### config.mk
export PLATFORM = sky130hd
export DESIGN_NAME = pkt_to_wr_burst
export DESIGN_NICKNAME = d
export VERILOG_FILES = /design/src/rtl/pkt_to_wr_burst.sv
export SDC_FILE = /design/constraint.sdc
export NUM_CORES = 1
export LEC_CHECK = 0
export ABC_AREA = 0
export BUFFER_PORTS_ARGS = -buffer_cell sky130_fd_sc_hd__buf_4
export CAP_MARGIN = 20
export CORE_UTILIZATION = 60
export CTS_CLUSTER_DIAMETER = 50
export CTS_CLUSTER_SIZE = 25
export DETAILED_ROUTE_END_ITERATION = 16
export GPL_ROUTABILITY_DRIVEN = 0
export PLACE_DENSITY = 0.85
export SETUP_SLACK_MARGIN = 0.15
export SLEW_MARGIN = 40
export SYNTH_ARGS = -nofsm -noshare
export SYNTH_HDL_FRONTEND = slang
export SYNTH_SLANG_ARGS = --single-unit
### constraint.sdc
create_clock -name clk_i -period 4 [get_ports clk_i]
set_input_delay 0.6 -clock clk_i [delete_from_list [all_inputs] [get_ports clk_i]]
set_output_delay 0.6 -clock clk_i [all_outputs]
set_load 0.01 [all_outputs]
### src/rtl/pkt_to_wr_burst.sv
// Packet stream to write-burst adapter: buffers one framed packet, then replays
// it as a contiguous wren_o burst with the packet length held on cntr_o.
module pkt_to_wr_burst #(
    parameter int DWIDTH = 8,
    parameter int AWIDTH = 4
) (
    input  logic              clk_i,
    input  logic              rst_n_i,
    input  logic [DWIDTH-1:0] data_i,
    input  logic              sop_i,
    input  logic              eop_i,
    input  logic              val_i,
    output logic              ready_o,
    output logic              wren_o,
    output logic [AWIDTH-1:0] cntr_o,
    output logic [DWIDTH-1:0] data_o,
    output logic              last_o,
    output logic              err_o,
    output logic              drop_o,
    output logic [1:0]        state_o
);

    localparam int DEPTH = 1 << AWIDTH;
    localparam logic [AWIDTH-1:0] MAX_CNT = {AWIDTH{1'b1}};
    localparam logic [AWIDTH-1:0] ONE     = AWIDTH'(1);

    typedef enum logic [1:0] {IDLE = 2'd0, RECV = 2'd1, REPLAY = 2'd2} state_t;

    state_t            state, state_nx;
    logic [AWIDTH-1:0] wcnt, wcnt_nx, len, len_nx, rdptr, rdptr_nx, cntr_nx;
    logic [DWIDTH-1:0] data_nx;
    logic              wren_nx, last_nx, err_nx, drop_nx;
    logic              mem_we;
    logic [AWIDTH-1:0] mem_addr;
    logic [DWIDTH-1:0] mem [DEPTH];

    // Handshake: a word is taken on any edge with val_i=1; there is no per-word
    // backpressure. ready_o only advertises whether a new sop would be kept
    // (low while replaying); a sop seen while ready_o=0 is dropped.
    assign ready_o = (state != REPLAY);
    assign state_o = state;

    always_comb begin
        state_nx = state;
        wcnt_nx  = wcnt;
        len_nx   = len;
        rdptr_nx = rdptr;
        cntr_nx  = cntr_o;
        data_nx  = '0;
        wren_nx  = 1'b0;
        last_nx  = 1'b0;
        err_nx   = 1'b0;
        drop_nx  = 1'b0;
        mem_we   = 1'b0;
        mem_addr = wcnt;
        case (state)
            IDLE: begin
                rdptr_nx = '0;
                if (val_i && sop_i) begin
                    mem_we   = 1'b1;
                    mem_addr = '0;
                    wcnt_nx  = ONE;
                    len_nx   = ONE;
                    state_nx = eop_i ? REPLAY : RECV;
                end
            end
            RECV: begin
                rdptr_nx = '0;
                if (val_i) begin
                    if (sop_i) begin
                        // restart: the old packet is abandoned, this word opens a new one
                        err_nx   = 1'b1;
                        mem_we   = 1'b1;
                        mem_addr = '0;
                        wcnt_nx  = ONE;
                        len_nx   = ONE;
                        state_nx = eop_i ? REPLAY : RECV;
                    end else if (wcnt == MAX_CNT) begin
                        err_nx   = 1'b1;
                        wcnt_nx  = '0;
                        state_nx = IDLE;
                    end else begin
                        mem_we  = 1'b1;
                        wcnt_nx = wcnt + ONE;
                        if (eop_i) begin
                            len_nx   = wcnt + ONE;
                            state_nx = REPLAY;
                        end
                    end
                end
            end
            REPLAY: begin
                drop_nx = val_i && sop_i;
                cntr_nx = len;
                if (rdptr == len) begin
                    wcnt_nx  = '0;
                    state_nx = IDLE;
                end else begin
                    wren_nx  = 1'b1;
                    data_nx  = mem[rdptr];
                    last_nx  = (rdptr == len - ONE);
                    rdptr_nx = rdptr + ONE;
                end
            end
            default: state_nx = IDLE;
        endcase
    end

    always_ff @(posedge clk_i or negedge rst_n_i) begin
        if (!rst_n_i) begin
            state  <= IDLE;
            wcnt   <= '0;
            len    <= '0;
            rdptr  <= '0;
            cntr_o <= '0;
            data_o <= '0;
            wren_o <= 1'b0;
            last_o <= 1'b0;
            err_o  <= 1'b0;
            drop_o <= 1'b0;
        end else begin
            state  <= state_nx;
            wcnt   <= wcnt_nx;
            len    <= len_nx;
            rdptr  <= rdptr_nx;
            cntr_o <= cntr_nx;
            data_o <= data_nx;
            wren_o <= wren_nx;
            last_o <= last_nx;
            err_o  <= err_nx;
            drop_o <= drop_nx;
        end
    end

    // packet buffer is deliberately left out of reset
    always_ff @(posedge clk_i) begin
        if (mem_we) mem[mem_addr] <= data_i;
    end

endmodule

==> results of run 1 <==
-- critical path, stage by stage (launching register included) --
cell and delay, ps:
dfrtp_1 420, inv_1 120, ha_1 350, nor2b_1 480, nand4b_1 300, nor2_1 600
-- sequential cells by signal, indices dropped and copies added, names as in the netlist --
signal and count:
wcnt 4, cntr_o 4, state_o 2, len 4, data_o 8, err_o 1
wren_o 1, mem 128, last_o 1, rdptr 4, drop_o 1
-- through the flow --
step	setup WS, ps	power [mW]	hold WS [ps]	utilization (%)	cell area (um^2)
2_1_floorplan	1560	2.75	304	-	6380
3_3_place_gp	1510	3.06	493	65.2	6730
3_5_place_dp	1420	3.09	499	65.2	6730
4_1_cts	1380	4.69	356	71.0	7330
5_1_grt	1170	4.86	384	71.0	7330
6_report	1350	4.69	385	71.0	7330
-- worst max path at each step --
stage	end	slack [ps]	cells after the start
3_3_place_gp	mem[13][1]	1510	5
2_1_floorplan	mem[4][0]	1560	6
5_1_grt	mem[7][1]	1170	5
6_report	mem[7][1]	1350	5
3_5_place_dp	mem[12][1]	1420	5
4_1_cts	mem[7][7]	1380	5
-- cells in the mapped netlist, drive strengths merged (8+ instances only) --
| library cell | instances | area [um^2] |
|---|---|---|
| buf | 8 | 41.3 |
| nand2 | 11 | 41.3 |
| mux4 | 32 | 721 |
| a21oi | 11 | 55.1 |
| edfxtp | 128 | 3840 |
| a22oi | 16 | 120 |
| nor2 | 22 | 82.6 |
| dfrtp | 30 | 751 |
| clkbuf | 11 | 41.3 |
| mux2 | 8 | 90.1 |
-- final cells by class --
| cell class | instances | area (um^2) | area share (%) |
|---|---|---|---|
| flip-flops and latches | 158 | 4600 | 62.7 |
| clock inverters | 13 | 154 | 2.10 |
| inverters | 7 | 26.3 | 0.358 |
| multi-input cells | 171 | 1670 | 22.8 |
| repair buffers | 36 | 273 | 3.72 |
| clock buffers | 19 | 442 | 6.02 |
| well taps | 136 | 170 | 2.32 |
-- layer usage --
layer	up-vias	wire, um	track usage (%)
met2	225	6340	39.0
met5	-	0	0
li1	1480	-	-
met4	0	329	11.5
met3	26	1190	7.80
met1	1827	5690	38.9
-- logic make-up (layout without fill, tap and decap cells) --
family,Yosys count,after routing,share of synthesized area (%)
AND/OR/NAND/NOR,67,67,5.30
AO/OA/AOI/OAI,46,46,5.30
multiplexers,43,43,13.2
XOR/XNOR,8,8,1.10
buffers and inverters,26,75,1.71
flip-flops,158,158,72.0
adder cells (fa/ha/maj),7,7,1.37
-- power groups by stage --
stage               Combinational, mW  Clock (mW)  Sequential, mW
finish                           1.14        1.60            1.95
CTS                              1.13        1.62            1.95
global route                     1.22        1.68            1.96
floorplan                       0.759           0            1.99
global placement                 1.07           0            1.98
detailed placement               1.11           0            1.98
-- repair_timing --
action                                 4_1_cts  5_1_grt
endpoints found under the hold margin       30        0
hold buffers                                 1        0
buffers inserted                             0        0
==> results.py, run 1 <==
metrics = {
    "floorplanning": {
        "dieArea_um2": 11000,
        "coreArea_um2": 10300,
        "io_pins": 32,
        "fp-row-count": 37,
        "start_util_pct": 61.8,
        "die_x_um": 105,
        "fp.dieH_um": 105,
    },
    "critical_path": {
        "path_max_fanout": 10,
        "reg2reg_from": "state_o[1]",
        "worst-setup-path-type": "flip-flop to flip-flop",
        "endpoint_kind": "flip-flop",
        "arrival_ps": 2820,
        "ff2ff_path_depth": 5,
        "start_kind": "flip-flop",
        "r2r-end": "mem[7][1]",
        "r2r_setup_slack_ps": 1350,
        "crit_required_ps": 4170,
        "crit_start": "state_o[1]",
    },
    "drt": {
        "drtIter0Drc": 472,
        "dr_total_vias": 3558,
        "drc_errors": 0,
        "routed_via_density": 6.59,
        "ant_nets": 0,
        "finalWirelength_um": 13500,
        "drtPass1Iterations": 5,
        "post_drt_wl_per_cell_um": 25.1,
    },
    "layout": {
        "instances_no_fill": 540,
        "layout_common_cells": "edfxtp_1 (128), buf_4 (35), mux4_2 (32)",
        "drive_gt1_share_pct": 27.7,
        "nNetsFinal": 411,
        "num-fill-cells": 566,
        "final_common_cell": "edfxtp_1",
        "antenna_cells": 0,
        "area_delta_synth_final_pct": 15.0,
    },
    "yosys": {
        "yosys_warnings": 0,
        "synth_cells": 355,
        "synth_edf_count": 128,
        "synth_fp_nets": 375,
        "ys.flop_type": "edfxtp_1",
        "synth_area_um2": 6380,
        "ys_ff_latch": 158,
        "syn_avg_cell_area_um2": 18.0,
        "yosysSeqAreaShare_pct": 72.0,
        "yosysUniqueCellTypes": 42,
        "async_flop_share_pct": 19.0,
    },
    "global_routing": {
        "grt_pass1_wl_um": 20800,
        "grt_use_total_pct": 27.0,
        "grt_pass1_vias": 3467,
        "grt_max_degree": 38,
        "antenna_found_initial": 0,
        "overflow": 0,
    },
    "clocking": {
        "cts-resized-gates": 0,
        "htree_num_levels": 4,
        "clockBufferDepth": 2,
        "numCtsBuffers": 17,
        "clk_latency_ps": 540,
        "cts_tree": "built",
        "cts-root-buf": "clkbuf_8",
        "clk_pin_slew_ps": 70,
        "clkSinkCount": 158,
    },
    "power": {
        "seq_power_share_pct": 41.6,
        "netSwitchingPower_mw": 1.37,
        "ir_drop_uv": 478,
        "p_comb_share_pct": 24.3,
        "p_sw_share_pct": 29.2,
        "p_int_mw": 3.32,
        "p_per_area_nw_per_um2": 640,
        "clock_power_share_pct": 34.1,
        "p_leak_nw": 2.61,
    },
    "outcome": {
        "status": "finished clean",
    },
    "sta": {
        "grt_setup_unrepaired": "false",
        "timing.final.hold_violations": 0,
        "worst_pin_slew_ps": 766,
        "setup_viol": 0,
        "period_share_pct": 66.3,
        "slew_violations": 0,
        "relSlewSlack_pct": 48.7,
        "max_freq_mhz": 377,
        "fin_crit_ps": 2650,
        "final.setup.tns_ps": 0,
        "finClkSkew_ps": 5.58,
    },
    "worst_hold_path": {
        "hold_end": "drop_o",
        "hold_start": "sop_i",
        "hold_path_depth": 3,
        "hold_path_class": "input pin to flip-flop",
    },
    "placed_design": {
        "io_buffer_count": 31,
        "hpwl_um": 8460,
        "placed_cells": 507,
    },
    "flow_run": {
        "cap_violations": 0,
    },
}
Power figures use the tool's default switching activity.
==> inputs of run 2 (changes only) <==
--- a/config.mk
+++ b/config.mk
@@ -8,12 +8,12 @@
 export ABC_AREA = 0
 export BUFFER_PORTS_ARGS = -buffer_cell sky130_fd_sc_hd__buf_4
 export CAP_MARGIN = 20
-export CORE_UTILIZATION = 60
+export CORE_UTILIZATION = 55
 export CTS_CLUSTER_DIAMETER = 50
 export CTS_CLUSTER_SIZE = 25
 export DETAILED_ROUTE_END_ITERATION = 16
 export GPL_ROUTABILITY_DRIVEN = 0
-export PLACE_DENSITY = 0.85
+export PLACE_DENSITY = 0.83
 export SETUP_SLACK_MARGIN = 0.15
 export SLEW_MARGIN = 40
 export SYNTH_ARGS = -nofsm -noshare
==> constraint.sdc (replaced) <==
create_clock -name clk_i -period 2.2 [get_ports clk_i]
set_input_delay 0.33 -clock clk_i [delete_from_list [all_inputs] [get_ports clk_i]]
set_output_delay 0.33 -clock clk_i [all_outputs]
set_load 0.01 [all_outputs]
==> results.py, run 2 (synthesis results as in run 1) <==
metrics = {
    "drt": {
        "drtIter0Drc": 352,
        "dr_total_vias": 3513,
        "drtPass1Iterations": 5,
        "finalWirelength_um": 13100,
        "drc_errors": 0,
        "routed_via_density": 6.27,
        "ant_nets": 0,
        "post_drt_wl_per_cell_um": 23.4,
    },
    "clocking": {
        "cts_tree": "built",
        "htree_num_levels": 4,
        "clkSinkCount": 158,
        "clk_pin_slew_ps": 60,
        "cts-root-buf": "clkbuf_16",
        "clockBufferDepth": 2,
        "clk_latency_ps": 420,
        "numCtsBuffers": 17,
    },
    "global_routing": {
        "grt_use_total_pct": 23.8,
        "overflow": 0,
        "grt_pass1_wl_um": 19700,
        "grt_pass1_vias": 3461,
        "grt_max_degree": 37,
        "antenna_found_initial": 0,
    },
    "layout": {
        "layout_common_cells": "edfxtp_1 (128), buf_4 (50), mux4_2 (32)",
        "final_common_cell": "edfxtp_1",
        "nNetsFinal": 427,
        "largest_reg_flops": 128,
        "top_regs": "mem (128), data_o (8)",
        "final_area_um2": 7580,
        "largest_register": "mem",
        "drive_gt1_share_pct": 34.5,
        "antenna_cells": 0,
        "area_delta_synth_final_pct": 18.8,
    },
    "critical_path": {
        "endpoint_kind": "flip-flop",
        "r2r-end": "wcnt[2]",
        "crit_required_ps": 2480,
        "path_max_fanout": 8,
        "arrival_ps": 2360,
        "reg2reg_from": "rdptr[3]",
        "r2r_setup_slack_ps": 120,
        "start_kind": "flip-flop",
        "worst-setup-path-type": "flip-flop to flip-flop",
        "ff2ff_path_depth": 6,
    },
    "sta": {
        "grt_setup_unrepaired": "true",
        "slew_violations": 0,
        "timing.final.hold_violations": 0,
        "setup_viol": 0,
        "period_share_pct": 94.6,
        "max_freq_mhz": 481,
        "final.setup.tns_ps": 0,
        "finClkSkew_ps": 7.40,
        "relSlewSlack_pct": 54.6,
        "fin_crit_ps": 2080,
        "worst_pin_slew_ps": 679,
    },
    "power": {
        "p_per_area_nw_per_um2": 1140,
        "seq_power_share_pct": 41.2,
        "p_int_mw": 6.18,
        "netSwitchingPower_mw": 2.43,
        "p_sw_share_pct": 28.2,
        "p_comb_share_pct": 25.4,
        "p_leak_nw": 2.70,
        "clock_power_share_pct": 33.4,
        "ir_drop_uv": 925,
    },
    "placed_design": {
        "io_buffer_count": 31,
        "place_area_um2": 6910,
        "hpwl_um": 8280,
    },
    "worst_hold_path": {
        "hold_path_class": "input pin to flip-flop",
        "hold_path_depth": 2,
        "hold_end": "state_o[0]",
        "hold_start": "eop_i",
    },
    "floorplanning": {
        "start_util_pct": 57.6,
        "coreArea_um2": 11100,
        "fp.dieH_um": 110,
        "io_pins": 32,
        "die_x_um": 110,
        "fp-row-count": 38,
        "dieArea_um2": 12000,
    },
    "flow_run": {
        "cap_violations": 0,
    },
    "outcome": {
        "status": "finished clean",
    },
}
## run 2: worst max path at each step
stage / start / end / slack [ps]
after floorplan: state_o[1] / mem[4][0] / 160
after global placement: state_o[1] / mem[10][6] / 250
after detailed placement: state_o[1] / mem[8][6] / 170
after CTS: state_o[1] / mem[8][1] / 120
after global routing: rdptr[3] / wcnt[2] / 40
final: rdptr[3] / wcnt[2] / 120
## run 2: through the flow
stage	cells	hold WS [ps]	utilization (%)	total power, mW	worst slack (ps)
global route	560	237	68.4	8.95	35.7
floorplan	355	34.4	-	5.05	156
finish	560	232	68.4	8.60	119
global placement	524	273	62.4	5.69	246
detailed placement	524	282	62.4	5.73	171
CTS	557	222	67.8	8.60	125
## run 2: cell type report
class	count	area (um^2)
fill	688	3500
multi-input combinational	171	1780
inverter	7	26.3
sequential	158	4600
clock buffer	23	478
tap	140	175
clock inverter	9	110
timing repair buffer	52	405
## run 2: metal layers
layer / wire length [um] / GRT usage [%]
met1: 5170 / 32.5
met2: 6600 / 36.9
met3: 983 / 4.92
met4: 353 / 11.5
met5: 0 / 0
## run 2: worst max-delay path, stage by stage, from the launching register on
cell and delay [ps]:
dfrtp_2 450, xor2_1 220, o41ai_4 410, inv_2 90, buf_4 180, o41ai_1 440
o31ai_1 140
## run 2: power by group through the flow
stage	logic, mW	clock network [mW]	registers (mW)
2_1_floorplan	1.43	0	3.62
5_1_grt	2.37	3.02	3.56
6_report	2.19	2.87	3.54
3_3_place_gp	2.10	0	3.59
3_5_place_dp	2.14	0	3.60
4_1_cts	2.17	2.90	3.54
## run 2: what timing repair did
action | in CTS | in global routing
hold buffers | 1 | 0
pin swaps | 0 | 2
gates resized for setup | 0 | 9
endpoints found under the hold margin | 30 | 0
endpoints found under the setup margin | 18 | 61
buffers inserted | 0 | 3
